### config.mk
export PLATFORM = sky130hd
export DESIGN_NAME = pos_cell_access_ctrl
export DESIGN_NICKNAME = d
export VERILOG_FILES = /design/src/rtl/pos_cell_access_ctrl.sv
export SDC_FILE = /design/constraint.sdc
export NUM_CORES = 1
export LEC_CHECK = 0
export CAP_MARGIN = 10
export CORE_AREA = 2 2 165 167
export CTS_CLUSTER_SIZE = 8
export DETAILED_ROUTE_END_ITERATION = 12
export DIE_AREA = 0 0 167 169
export MAX_ROUTING_LAYER = met4
export PLACE_DENSITY = 0.52
export SLEW_MARGIN = 30
export SYNTH_ARGS = -nofsm -noshare
export SYNTH_HDL_FRONTEND = slang
export SYNTH_SLANG_ARGS = --single-unit
### constraint.sdc
create_clock -name clk -period 2.3 [get_ports clk]
set_input_delay 0.46 -clock clk [delete_from_list [all_inputs] [get_ports clk]]
set_output_delay 0.46 -clock clk [all_outputs]
set_load 0.05 [all_outputs]
### src/rtl/pos_cell_access_ctrl.sv
// Sequencer/arbiter in front of one single-port cell position RAM.
// Address 0 holds the particle count; addresses 1..count hold {posz,posy,posx}.
module pos_cell_access_ctrl #(
    parameter int DATA_WIDTH   = 96,
    parameter int ADDR_WIDTH   = 8,
    parameter int PARTICLE_NUM = 220,
    parameter int READ_LATENCY = 2
) (
    input  logic                  clk,
    input  logic                  rst_n,
    input  logic                  i_rd_start,
    input  logic                  i_rd_abort,
    output logic                  o_rd_busy,
    output logic                  o_rd_valid,
    output logic [DATA_WIDTH-1:0] o_rd_data,
    output logic [ADDR_WIDTH-1:0] o_rd_id,
    output logic                  o_rd_done,
    output logic [ADDR_WIDTH-1:0] o_cell_count,
    input  logic                  i_wr_req,
    input  logic [ADDR_WIDTH-1:0] i_wr_addr,
    input  logic [DATA_WIDTH-1:0] i_wr_data,
    output logic                  o_wr_grant,
    output logic [ADDR_WIDTH-1:0] o_mem_address,
    output logic [DATA_WIDTH-1:0] o_mem_data,
    output logic                  o_mem_rden,
    output logic                  o_mem_wren,
    input  logic [DATA_WIDTH-1:0] i_mem_q
);

    localparam logic [2:0] S_IDLE     = 3'd0;
    localparam logic [2:0] S_CNT_RD   = 3'd1;
    localparam logic [2:0] S_CNT_WAIT = 3'd2;
    localparam logic [2:0] S_STREAM   = 3'd3;
    localparam logic [2:0] S_DRAIN    = 3'd4;
    localparam logic [2:0] S_DONE     = 3'd5;

    localparam logic GRANT_READ  = 1'b0;
    localparam logic GRANT_WRITE = 1'b1;

    localparam int                    WAIT_W    = $clog2(READ_LATENCY + 1);
    localparam logic [WAIT_W-1:0]     WAIT_LAST = WAIT_W'(READ_LATENCY - 1);
    localparam logic [ADDR_WIDTH-1:0] MAX_COUNT = ADDR_WIDTH'(PARTICLE_NUM - 1);

    logic [2:0]              r_state;
    logic                    r_rd_pend;
    logic                    r_last_grant;
    logic [WAIT_W-1:0]       r_wait_cnt;
    logic [ADDR_WIDTH-1:0]   r_addr_cnt;
    logic [ADDR_WIDTH-1:0]   r_cell_count;
    logic [READ_LATENCY-1:0] r_vld_pipe;
    logic [ADDR_WIDTH-1:0]   r_id_pipe [READ_LATENCY];

    logic [2:0]              w_state_next;
    logic                    w_rd_busy;
    logic                    w_rd_req;
    logic                    w_wr_grant;
    logic                    w_push;
    logic                    w_wait_last;
    logic [ADDR_WIDTH-1:0]   w_count_raw;
    logic [ADDR_WIDTH-1:0]   w_count_clamped;
    logic [READ_LATENCY-1:0] w_vld_upper;

    assign w_rd_busy   = r_rd_pend | (r_state != S_IDLE);
    // A fresh start pulse is seen by the IDLE arbiter in the same cycle.
    assign w_rd_req    = (r_rd_pend | (i_rd_start & ~w_rd_busy)) & ~i_rd_abort;
    assign w_wait_last = (r_wait_cnt == WAIT_LAST);
    assign w_count_raw = i_mem_q[ADDR_WIDTH-1:0];
    assign w_count_clamped = (w_count_raw > MAX_COUNT) ? MAX_COUNT : w_count_raw;

    // Grant is gated by rst_n so every output reads 0 while reset is held.
    assign w_wr_grant = rst_n & (r_state == S_IDLE) & i_wr_req &
                        (~w_rd_req | (r_last_grant == GRANT_READ));

    always_comb begin
        w_vld_upper = r_vld_pipe;
        w_vld_upper[READ_LATENCY-1] = 1'b0;
    end

    always_comb begin
        w_state_next  = r_state;
        w_push        = 1'b0;
        o_mem_address = '0;
        o_mem_data    = '0;
        o_mem_rden    = 1'b0;
        o_mem_wren    = 1'b0;
        case (r_state)
            S_IDLE: begin
                if (w_wr_grant) begin
                    o_mem_wren    = 1'b1;
                    o_mem_address = i_wr_addr;
                    o_mem_data    = i_wr_data;
                end else if (w_rd_req) begin
                    w_state_next = S_CNT_RD;
                end
            end
            S_CNT_RD: begin
                if (i_rd_abort) begin
                    w_state_next = S_IDLE;
                end else begin
                    o_mem_rden   = 1'b1;
                    w_state_next = S_CNT_WAIT;
                end
            end
            S_CNT_WAIT: begin
                if (i_rd_abort)
                    w_state_next = S_IDLE;
                else if (w_wait_last)
                    w_state_next = (w_count_clamped == '0) ? S_DONE : S_STREAM;
            end
            S_STREAM: begin
                if (i_rd_abort) begin
                    w_state_next = S_IDLE;
                end else begin
                    o_mem_rden    = 1'b1;
                    o_mem_address = r_addr_cnt;
                    w_push        = 1'b1;
                    if (r_addr_cnt == r_cell_count)
                        w_state_next = S_DRAIN;
                end
            end
            S_DRAIN: begin
                // Leave once only the output stage still holds data, so rd_done
                // lands on the cycle right after the last rd_valid.
                if (i_rd_abort)
                    w_state_next = S_IDLE;
                else if (w_vld_upper == '0)
                    w_state_next = S_DONE;
            end
            S_DONE: begin
                w_state_next = S_IDLE;
            end
            default: w_state_next = S_IDLE;
        endcase
    end

    always_ff @(posedge clk or negedge rst_n) begin
        if (!rst_n) begin
            r_state      <= S_IDLE;
            r_rd_pend    <= 1'b0;
            r_last_grant <= GRANT_READ;
            r_wait_cnt   <= '0;
            r_addr_cnt   <= '0;
            r_cell_count <= '0;
        end else begin
            r_state <= w_state_next;

            if (i_rd_abort || (r_state == S_CNT_RD))
                r_rd_pend <= 1'b0;
            else if (i_rd_start && !w_rd_busy)
                r_rd_pend <= 1'b1;

            if (w_wr_grant)
                r_last_grant <= GRANT_WRITE;
            else if (r_state == S_CNT_RD)
                r_last_grant <= GRANT_READ;

            if (r_state == S_CNT_WAIT)
                r_wait_cnt <= r_wait_cnt + WAIT_W'(1);
            else
                r_wait_cnt <= '0;

            if ((r_state == S_CNT_WAIT) && w_wait_last && !i_rd_abort) begin
                r_cell_count <= w_count_clamped;
                r_addr_cnt   <= ADDR_WIDTH'(1);
            end else if (w_push) begin
                r_addr_cnt <= r_addr_cnt + ADDR_WIDTH'(1);
            end
        end
    end

    // Valid/id travel alongside the RAM read pipeline.
    always_ff @(posedge clk or negedge rst_n) begin
        if (!rst_n) begin
            r_vld_pipe <= '0;
            for (int i = 0; i < READ_LATENCY; i++)
                r_id_pipe[i] <= '0;
        end else begin
            if (i_rd_abort) begin
                r_vld_pipe <= '0;
            end else begin
                r_vld_pipe[0] <= w_push;
                for (int i = 1; i < READ_LATENCY; i++)
                    r_vld_pipe[i] <= r_vld_pipe[i-1];
            end
            r_id_pipe[0] <= r_addr_cnt;
            for (int i = 1; i < READ_LATENCY; i++)
                r_id_pipe[i] <= r_id_pipe[i-1];
        end
    end

    assign o_rd_busy    = w_rd_busy;
    assign o_rd_valid   = r_vld_pipe[READ_LATENCY-1];
    assign o_rd_id      = o_rd_valid ? r_id_pipe[READ_LATENCY-1] : '0;
    assign o_rd_data    = o_rd_valid ? i_mem_q : '0;
    assign o_rd_done    = (r_state == S_DONE) & ~i_rd_abort;
    assign o_cell_count = r_cell_count;
    assign o_wr_grant   = w_wr_grant;

endmodule

==> run_results.csv <==
group,metric,value,unit
routing,drtAntennaViolNets,0,
run,max-cap-violations,0,
clock_network,cts_max_level,2,
timing,min_period,2.389,ns
grt,grt_max_degree,43,
clock_network,clkTransAtPathRegs,0.06,ns
synth,netlist_area,3196,µm²
final_layout,antenna_cells,0,
grt,antenna_found_initial,0,
timing,postLayoutSetupSlackWorst,-0.08902,ns
routing,drc,0,
final_layout,final_cell_mix,"buf_12 (219), clkdlybuf4s50_1 (208), and2_1 (108)",
synth,synth_compound_area_share,7.635,%
place,io_buffers,426,
place,dpl.hpwl,15.34,mm
synth,synth_top_family_by_area,"simple AND/OR/NAND/NOR gates",
timing,finalClockSkew,0.004420,ns
place,gp_congestion,0.7807,
place,dp_slack,-0.2086,ns
synth,yosys_warnings,0,
routing,drt-initial-drc-count,98,
floorplan,start_util,12.06,%
final_layout,multi_input_area,2251,µm²
floorplan,die-area,28220,µm²
setup_path,path_max_fanout,21,
routing,totalWireLength,18.46,mm
clock_network,cts_buffers,5,
timing,hold_violations,0,
synth,synth-adder-area-share,0.7831,%
run_status,violations,"negative setup slack",
setup_path,required,1.84,ns
routing,detail_route.vias_per_cell,3.628,
clock_network,holdBufCountCts,0,
synth,synth-seq-cells,41,
timing,slew_headroom,60.68,%
setup_path,startpoint_type,"input port",
floorplan,core-area,26500,µm²
clock_network,cts_sinks,41,
routing,wl_per_cell,16.04,µm
final_layout,fin_nets,1016,
clock_network,worstSkewPairLatency,0.28,ns
final_layout,layout_commonest_cell,"buf_12",
clock_network,cts_tree,"done",
timing,fmax,0.4186,GHz
synth,synthMuxAreaShare,1.018,%
final_layout,drive_gt1_share,45.43,%
final_layout,layout.area.seq,1027,µm²
synth,synth_xor_area_share,4.111,%
power,leakagePower,4.402,nW
grt,grt_pass1_wl,27.50,mm
routing,num_vias,4176,
clock_network,clockBufferDepth,2,
clock_network,root_buffer,"clkbuf_16",
synth,syn_inst,372,
synth,ys_types,45,
final_layout,layout.cells.non_filler,1151,
timing,finalSetupViolCount,88,
final_layout,syn_to_final_growth,232.7,%
setup_path,arrival,1.93,ns
routing,drt-pass1-iter-count,4,
synth,synth_edf_count,0,
timing,slew_violations,0,
floorplan,die_height,169,µm
power,power,6.512,mW
synth,synth_nets,579,
synth,ys_dominant_reg_cell,"dfrtp_1",
power,ir_drop,632.4,µV
timing,fin_crit_sh,103.9,%
floorplan,ioPinCount,427,
synth,async_flop_share,100.0,%
timing,rsz0062_at_grt,"yes",
grt,overflow,0,
floorplan,die_w,167,µm
grt,track_usage,12.89,%
synth,synthSimpleGateAreaFrac,48.32,%
final_layout,fillers,2536,
synth,yosysSeqAreaShare,32.11,%
power,p_per_area,612.6,nW/µm²
floorplan,num_rows,60,
synth,avgSynthCellArea,8.590,µm²
timing,worstMarginPinSlew,0.5843,ns
place,dp_cells,1135,
setup_path,crit_type,"input port to primary output",
setup_path,cp-end-kind,"primary output",
grt,grt_pass1_vias,4354,
run_status,status,"finished, violations left",
worst_hold_path,hp-class,"input port to async pin",
final_layout,final_util,40.11,%
[cell usage after synthesis, drive strengths merged, types with 2 or more instances]
cell    instances  share of area, %
xnor2          10               2.7
nor2           15               2.0
dfrtp          41                32
clkbuf         16               1.9
mux2            2              0.70
and2          200                39
nand2           5              0.67
a22o            9               2.5
nor4            2              0.39
buf            13               3.7
nand2b          2              0.39
a21oi           7               1.4
o22a            4               1.1
ha              2              0.78
nand3b          2              0.47
nand4           4              0.78
xor2            5               1.4
nand3           4              0.78
inv             4              0.47
nor3b           4               1.3
o21ai           5              0.90
[per-stage QoR]
step | area [µm²] | setup TNS [ns] | hold slack (ns)
after floorplan | 3217 | 0 | 0.1644
after global placement | 10070 | -14.33 | 0.3316
after detailed placement | 10070 | -14.30 | 0.3347
after CTS | 10600 | -3.922 | 0.3053
after global routing | 10630 | -10.85 | 0.3495
final | 10630 | -3.341 | 0.2911
[routing by layer]
layer / routed length [µm] / global-route usage, % / share of wire (%) / up-vias
met4: 155 / 1.274 / 0.84 / 0
met2: 9876 / 22.96 / 53 / 181
met5: 0 / - / 0 / -
li1: - / - / - / 2064
met1: 7483 / 15.66 / 41 / 1918
met3: 946 / 2.432 / 5.1 / 13
[flip-flops by register name (all words and copies together) (netlist names)]
register	cells
r_id_pipe	16
o_cell_count	8
r_addr_cnt	8
r_state	3
r_vld_pipe	2
r_wait_cnt	2
r_last_grant	1
r_rd_pend	1
[area by class of cell]
class                           instances  share of cell area, %
Timing Repair Buffer                  459                  63.57
Sequential cell                        41                  9.663
Inverter                                4                 0.1412
Clock buffer                            6                  1.306
Tap cell                              341                  4.014
Multi-Input combinational cell        298                  21.17
Clock inverter                          2                 0.1295
[path summary, 6_finish.rpt]
path / from / endpoint / slack, ns / cells after the start
worst max register to register: r_state[2] / r_state[1] / 0.39 / 7
worst min register to register: r_id_pipe[15] / r_id_pipe[7] / 0.35 / 0
worst max-delay path: i_wr_req / o_mem_address[7] / -0.09 / 7
worst min-delay path: rst_n / r_rd_pend / 0.29 / 2
min in group clk: r_id_pipe[15] / r_id_pipe[7] / 0.35 / 0
max in group asynchronous: rst_n / r_vld_pipe[1] / 1.61 / 2
[logic make-up after synthesis]
| logic type | after synthesis |
|---|---|
| multiplexers | 3 |
| XOR/XNOR | 15 |
| buffers and inverters | 33 |
| AND/OR/NAND/NOR | 246 |
| AO/OA/AOI/OAI | 32 |
| flip-flops | 41 |
| adder cells (fa/ha/maj) | 2 |
[critical path: stages]
cell and delay (ns):
clkdlybuf4s50_1 0.50, nand3_2 0.11, a21oi_4 0.15, buf_12 0.17, buf_12 0.17, a22o_1 0.20, buf_12 0.14
[power breakdown]
group	internal (mW)	switching, mW	total, mW	leakage [nW]
logic	2.28	2.34	4.62	3.79
clock network	0.432	0.286	0.718	0.0768
registers	0.936	0.236	1.17	0.532
total	3.65	2.87	6.51	4.40
[what timing repair did]
item | CTS | global route
pin swaps | 40 | 10
setup endpoints to repair | 104 | 104
gates cloned | 2 | 0
resized for setup | 104 | 6
setup buffers | 5 | 1
Note: power is estimated with default switching activity, not from simulation.
==> RTL edit 1 (same flow settings) <==
Reset style: synchronous (`rst_n`), changed in 2 clocked blocks.
--- a/src/rtl/pos_cell_access_ctrl.sv
+++ b/src/rtl/pos_cell_access_ctrl.sv
@@ -135,3 +135,3 @@
 
-    always_ff @(posedge clk or negedge rst_n) begin
+    always_ff @(posedge clk) begin
         if (!rst_n) begin
@@ -171,3 +171,3 @@
     // Valid/id travel alongside the RAM read pipeline.
-    always_ff @(posedge clk or negedge rst_n) begin
+    always_ff @(posedge clk) begin
         if (!rst_n) begin
Formal check against the unedited RTL: differs if rst_n is asserted again (counterexample within 4 cycles, from zero or initial values and one cycle with rst_n low); with rst_n held inactive, the same outputs for 10 cycles.
==> RTL edit 1 against the unedited design <==
The run still ends with negative setup slack left. Sequential cell count stayed put. Setup slack gained 0.087 ns. Area after synthesis is 3.0% lower. Cell area grew 0.80%. Wire length grew 7.8%. Sequential share of layout area is 1.9 points lower. Critical path depth is 1 higher. Global-route usage grew 0.78 points. Count of clock-buffer cells in the layout did not move. Non-clock buffer count rose by 17. Critical path type is now flop to output port. Highest routed layer unchanged.
Power is not compared: it rests on default switching activity, and its combinational part moved more than twofold at a synthesized area within 25%.
==> RTL edit 1: results (changes against the unedited design) <==
* Post-DR vias/cell at 3.65 (+0.60%)
* Synthesized Nets at 622 (+7.4%)
* Share of final-layout standard cells stronger than drive strength 1 at 0.445 (-0.00911)
* Total number of nets in the final design at 1,073 (+5.6%)
* Result of the run: finished, violations left
* First-pass GRT wire length at 28.6 mm (+3.9%)
* Dpl hpwl at 16.4 mm (+7.0%)
* CP Data Arrival Time at 1.84 ns (-0.09 ns)
* Syn Inst Count at 415 (+12%)
* Fraction of registers with async set or reset after synthesis at 0 (-1.00)
* Filler cells at 2,527 (-0.35%)
* Met1 wire length at 8.81 mm (+18%)
* Instance count after placement with tap cells included at 1,182 (+4.1%)
* Placement-stage worst setup slack at -0.370 ns (-0.162 ns)
* Total setup buffers inserted after CTS at 13 (+8)
* Cell area after placement at 10,000 um^2 (-0.29%)
* Violated checks: negative setup slack
* Kind of path behind the tightest hold check: flop to flop
* Iter 0 DRT Violations at 194 (+98%)
* Worst setup slack for register-to-register paths at 0.36 ns (-0.03 ns)
* Slowest cell on crit path: sky130_fd_sc_hd__dfxtp_4
* Routed length on met2 at 10.0 mm (+1.6%)
* Worst slew pin tran at 0.565 ns (-0.0189 ns)
* Number of setup violations in the final report at 1 (-99%)
* Non-filler instance count after layout at 1,208 (+5.0%)
* Synth Flop Type: sky130_fd_sc_hd__dfxtp_1
* Sum Neg Setup Slack at -0.00186 ns (+3.34 ns)
* Global routing usage summed across all routing layers at 0.137 (+0.00777)
* Smallest setup slack after layout at -0.00186 ns (+0.0872 ns)
* Distinct cell type count after synthesis at 37 (-18%)
## RTL edit 1: layer usage
layer  vias up  global-route usage
met2       157               0.223
met1      2013               0.181
met5         -                   -
met4         0              0.0180
met3        13              0.0248
li1       2226                   -
## RTL edit 1: logic make-up (layout without fill, tap and decap cells)
| group | count (synthesis) | count (layout) | synth area share |
|---|---|---|---|
| and+or+nand+nor | 275 | 275 | 0.529 |
| AOI/OAI and AO/OA | 43 | 43 | 0.101 |
| DFF | 41 | 41 | 0.265 |
| buffers and inverters | 38 | 490 | 0.0505 |
| xor gates and xnor gates | 13 | 13 | 0.0367 |
| muxes | 3 | 3 | 0.00969 |
| adders and majority gates | 2 | 2 | 0.00807 |
## RTL edit 1: final cells by class
| cell class | count | area [um^2] | share of cell area |
|---|---|---|---|
| repair buffers | 476 | 6860 | 0.640 |
| multi-input cells | 336 | 2400 | 0.224 |
| flip-flops and latches | 41 | 827 | 0.0772 |
| well taps | 341 | 427 | 0.0398 |
| clock buffers | 6 | 139 | 0.0130 |
| clock inverters | 2 | 37.5 | 0.00350 |
| inverters | 6 | 22.5 | 0.00210 |
## RTL edit 1: worst max-delay path by stage
stage / start / endpoint / slack, ns / cells past startpoint
2_1_floorplan: i_rd_start / o_mem_wren / -0.01 / 3
3_3_place_gp: i_rd_start / o_mem_data[18] / -0.35 / 8
3_5_place_dp: i_rd_start / o_mem_data[0] / -0.37 / 8
4_1_cts: r_rd_pend / o_mem_data[58] / -0.02 / 8
5_1_grt: r_rd_pend / o_mem_data[4] / -0.09 / 8
6_report: r_rd_pend / o_mem_data[4] / -0.002 / 8
## RTL edit 1: power by group through the flow
stage	logic, uW	registers (uW)	clock network, uW
global placement	1410	737	0
floorplan	519	735	0
detailed placement	1410	737	0
CTS	1560	722	857
finish	1570	722	833
global route	1630	722	889
==> RTL edit 2 (same settings) <==
Made on the original files. Set the parameter `READ_LATENCY` to 1 (it was 2).
--- a/src/rtl/pos_cell_access_ctrl.sv
+++ b/src/rtl/pos_cell_access_ctrl.sv
@@ -6,3 +6,3 @@
     parameter int PARTICLE_NUM = 220,
-    parameter int READ_LATENCY = 2
+    parameter int READ_LATENCY = 1
 ) (
Behaviour: not the same (Yosys sat finds a counterexample within 4 cycles, from zero or initial values and one cycle with rst_n low).
==> RTL edit 2 against the unedited design <==
The run still ends with negative setup slack left. Clock power down 0.7%. Area after synthesis fell by 10%. Setup slack worse by 0.099 ns. Clock skew up 0.0030 ns. Wire length is 7.4% higher. Total power rose by 2.7%. Cell area decreased by 0.42%. Sequential cell count shrank 10.
==> RTL edit 2: results (changes against the unedited design) <==
* Result of the run: finished, violations left
* Sum Neg Setup Slack at -12.41 ns (-9.06 ns)
* Smallest setup slack after layout at -0.188 ns (-0.0992 ns)
* Met3 demand-to-capacity share in global routing at 0.0262 (+0.00187)
* Ranking of synthesized cells by area: sky130_fd_sc_hd__and2_1 44%, sky130_fd_sc_hd__dfrtp_1 27%, sky130_fd_sc_hd__xor2_1 3.7%, sky130_fd_sc_hd__clkbuf_1 2.5%, sky130_fd_sc_hd__a22o_1 2.4%
* Maximum number of pins on one net before global-route repair at 58 (+35%)
* Depth of the worst register-to-register path at 6 (-1)
* Final routed wirelength across all metal layers at 19.8 mm (+7.4%)
* Commonest cells in the netlist: 200 x sky130_fd_sc_hd__and2_1, 31 x sky130_fd_sc_hd__dfrtp_1, 19 x sky130_fd_sc_hd__clkbuf_1
* Total setup buffers inserted after CTS at 13 (+8)
* Met2 capacity usage during global routing at 0.243 (+0.0132)
* Global routing usage summed across all routing layers at 0.137 (+0.00812)
* Number of setup violations in the final report at 105 (+19%)
* Violated checks: negative setup slack
* Synthesized Nets at 567 (-2.1%)
* Final Wtd Congestion at 0.753 (-3.5%)
* Dpl hpwl at 16.2 mm (+5.6%)
* Relative slew slack at 0.588 (-0.0193)
* Leakage dissipation at 0.00443 uW (+0.59%)
* Fraction of power consumed by sequential logic at 0.137 (-0.043)
* CP Data Arrival Time at 2.03 ns (+0.10 ns)
* Resized Gates After CTS at 85 (-18%)
* Iter 0 DRT Violations at 132 (+35%)
* First-pass GRT wire length at 28.6 mm (+4.0%)
* Vias after detailed routing at 4,194 (+0.43%)
* Share of the yosys chip area belonging to registers at 0.271 (-0.0504)
* Sw frac at 0.448 (+0.00748)
* Distinct cell type count after synthesis at 44 (-2.2%)
* Met1 track utilization from global routing at 0.166 (+0.00956)
* Maximum resistive drop on vdd at 0.498 mV (-21%)
RTL edit 2: layout make-up:
class | count | area (um^2)
multi-input cells | 299 | 2250
flip-flops and latches | 31 | 777
repair buffers | 470 | 6960
clock buffers | 7 | 153
well taps | 341 | 427
clock inverters | 1 | 7.51
inverters | 3 | 11.3
fillers | 2566 | 15900
RTL edit 2: final timing paths:
path,from,end,slack [ns]
worst max-delay path,r_rd_pend,o_mem_data[49],-0.19
worst min-delay path,rst_n,r_last_grant,0.23
min in group clk,i_rd_start,r_rd_pend,0.51
worst min register to register,r_wait_cnt,r_wait_cnt,0.52
worst max register to register,r_state[2],r_addr_cnt[7],0.57
max in group asynchronous,rst_n,o_rd_valid,1.72
RTL edit 2: logic make-up (layout without fill, tap and decap cells):
group           Yosys count  in the layout  synth area share
compound gates           33             33            0.0956
xor+xnor                 13             13            0.0397
fa+ha+maj                 1              1           0.00436
buf+inv                  31            481            0.0572
flops                    31             31             0.271
mux                       1              1           0.00349
simple gates            251            251             0.529
RTL edit 2: metrics by stage:
| step | area [um^2] | total power (uW) | cells |
|---|---|---|---|
| final | 10600 | 6690 | 1152 |
| after global routing | 10600 | 6990 | 1152 |
| after CTS | 10600 | 6820 | 1156 |
| after detailed placement | 9940 | 5620 | 1128 |
| after global placement | 9940 | 5610 | 1128 |
| after floorplan | 3060 | 3170 | 361 |
RTL edit 2: layer usage:
metal | wire (um) | vias to the layer above
li1 | - | 2065
met1 | 8150 | 1927
met2 | 10500 | 191
met3 | 1080 | 11
met4 | 97 | 0
met5 | 0 | -
RTL edit 2: worst reg2reg max path, delay by kind of cell (launching register included):
kind	cells	cell delay, ns
flip-flops	1	0.49
AND/OR/NAND/NOR	2	0.49
buffers and inverters	2	0.36
AO/OA/AOI/OAI	2	0.26
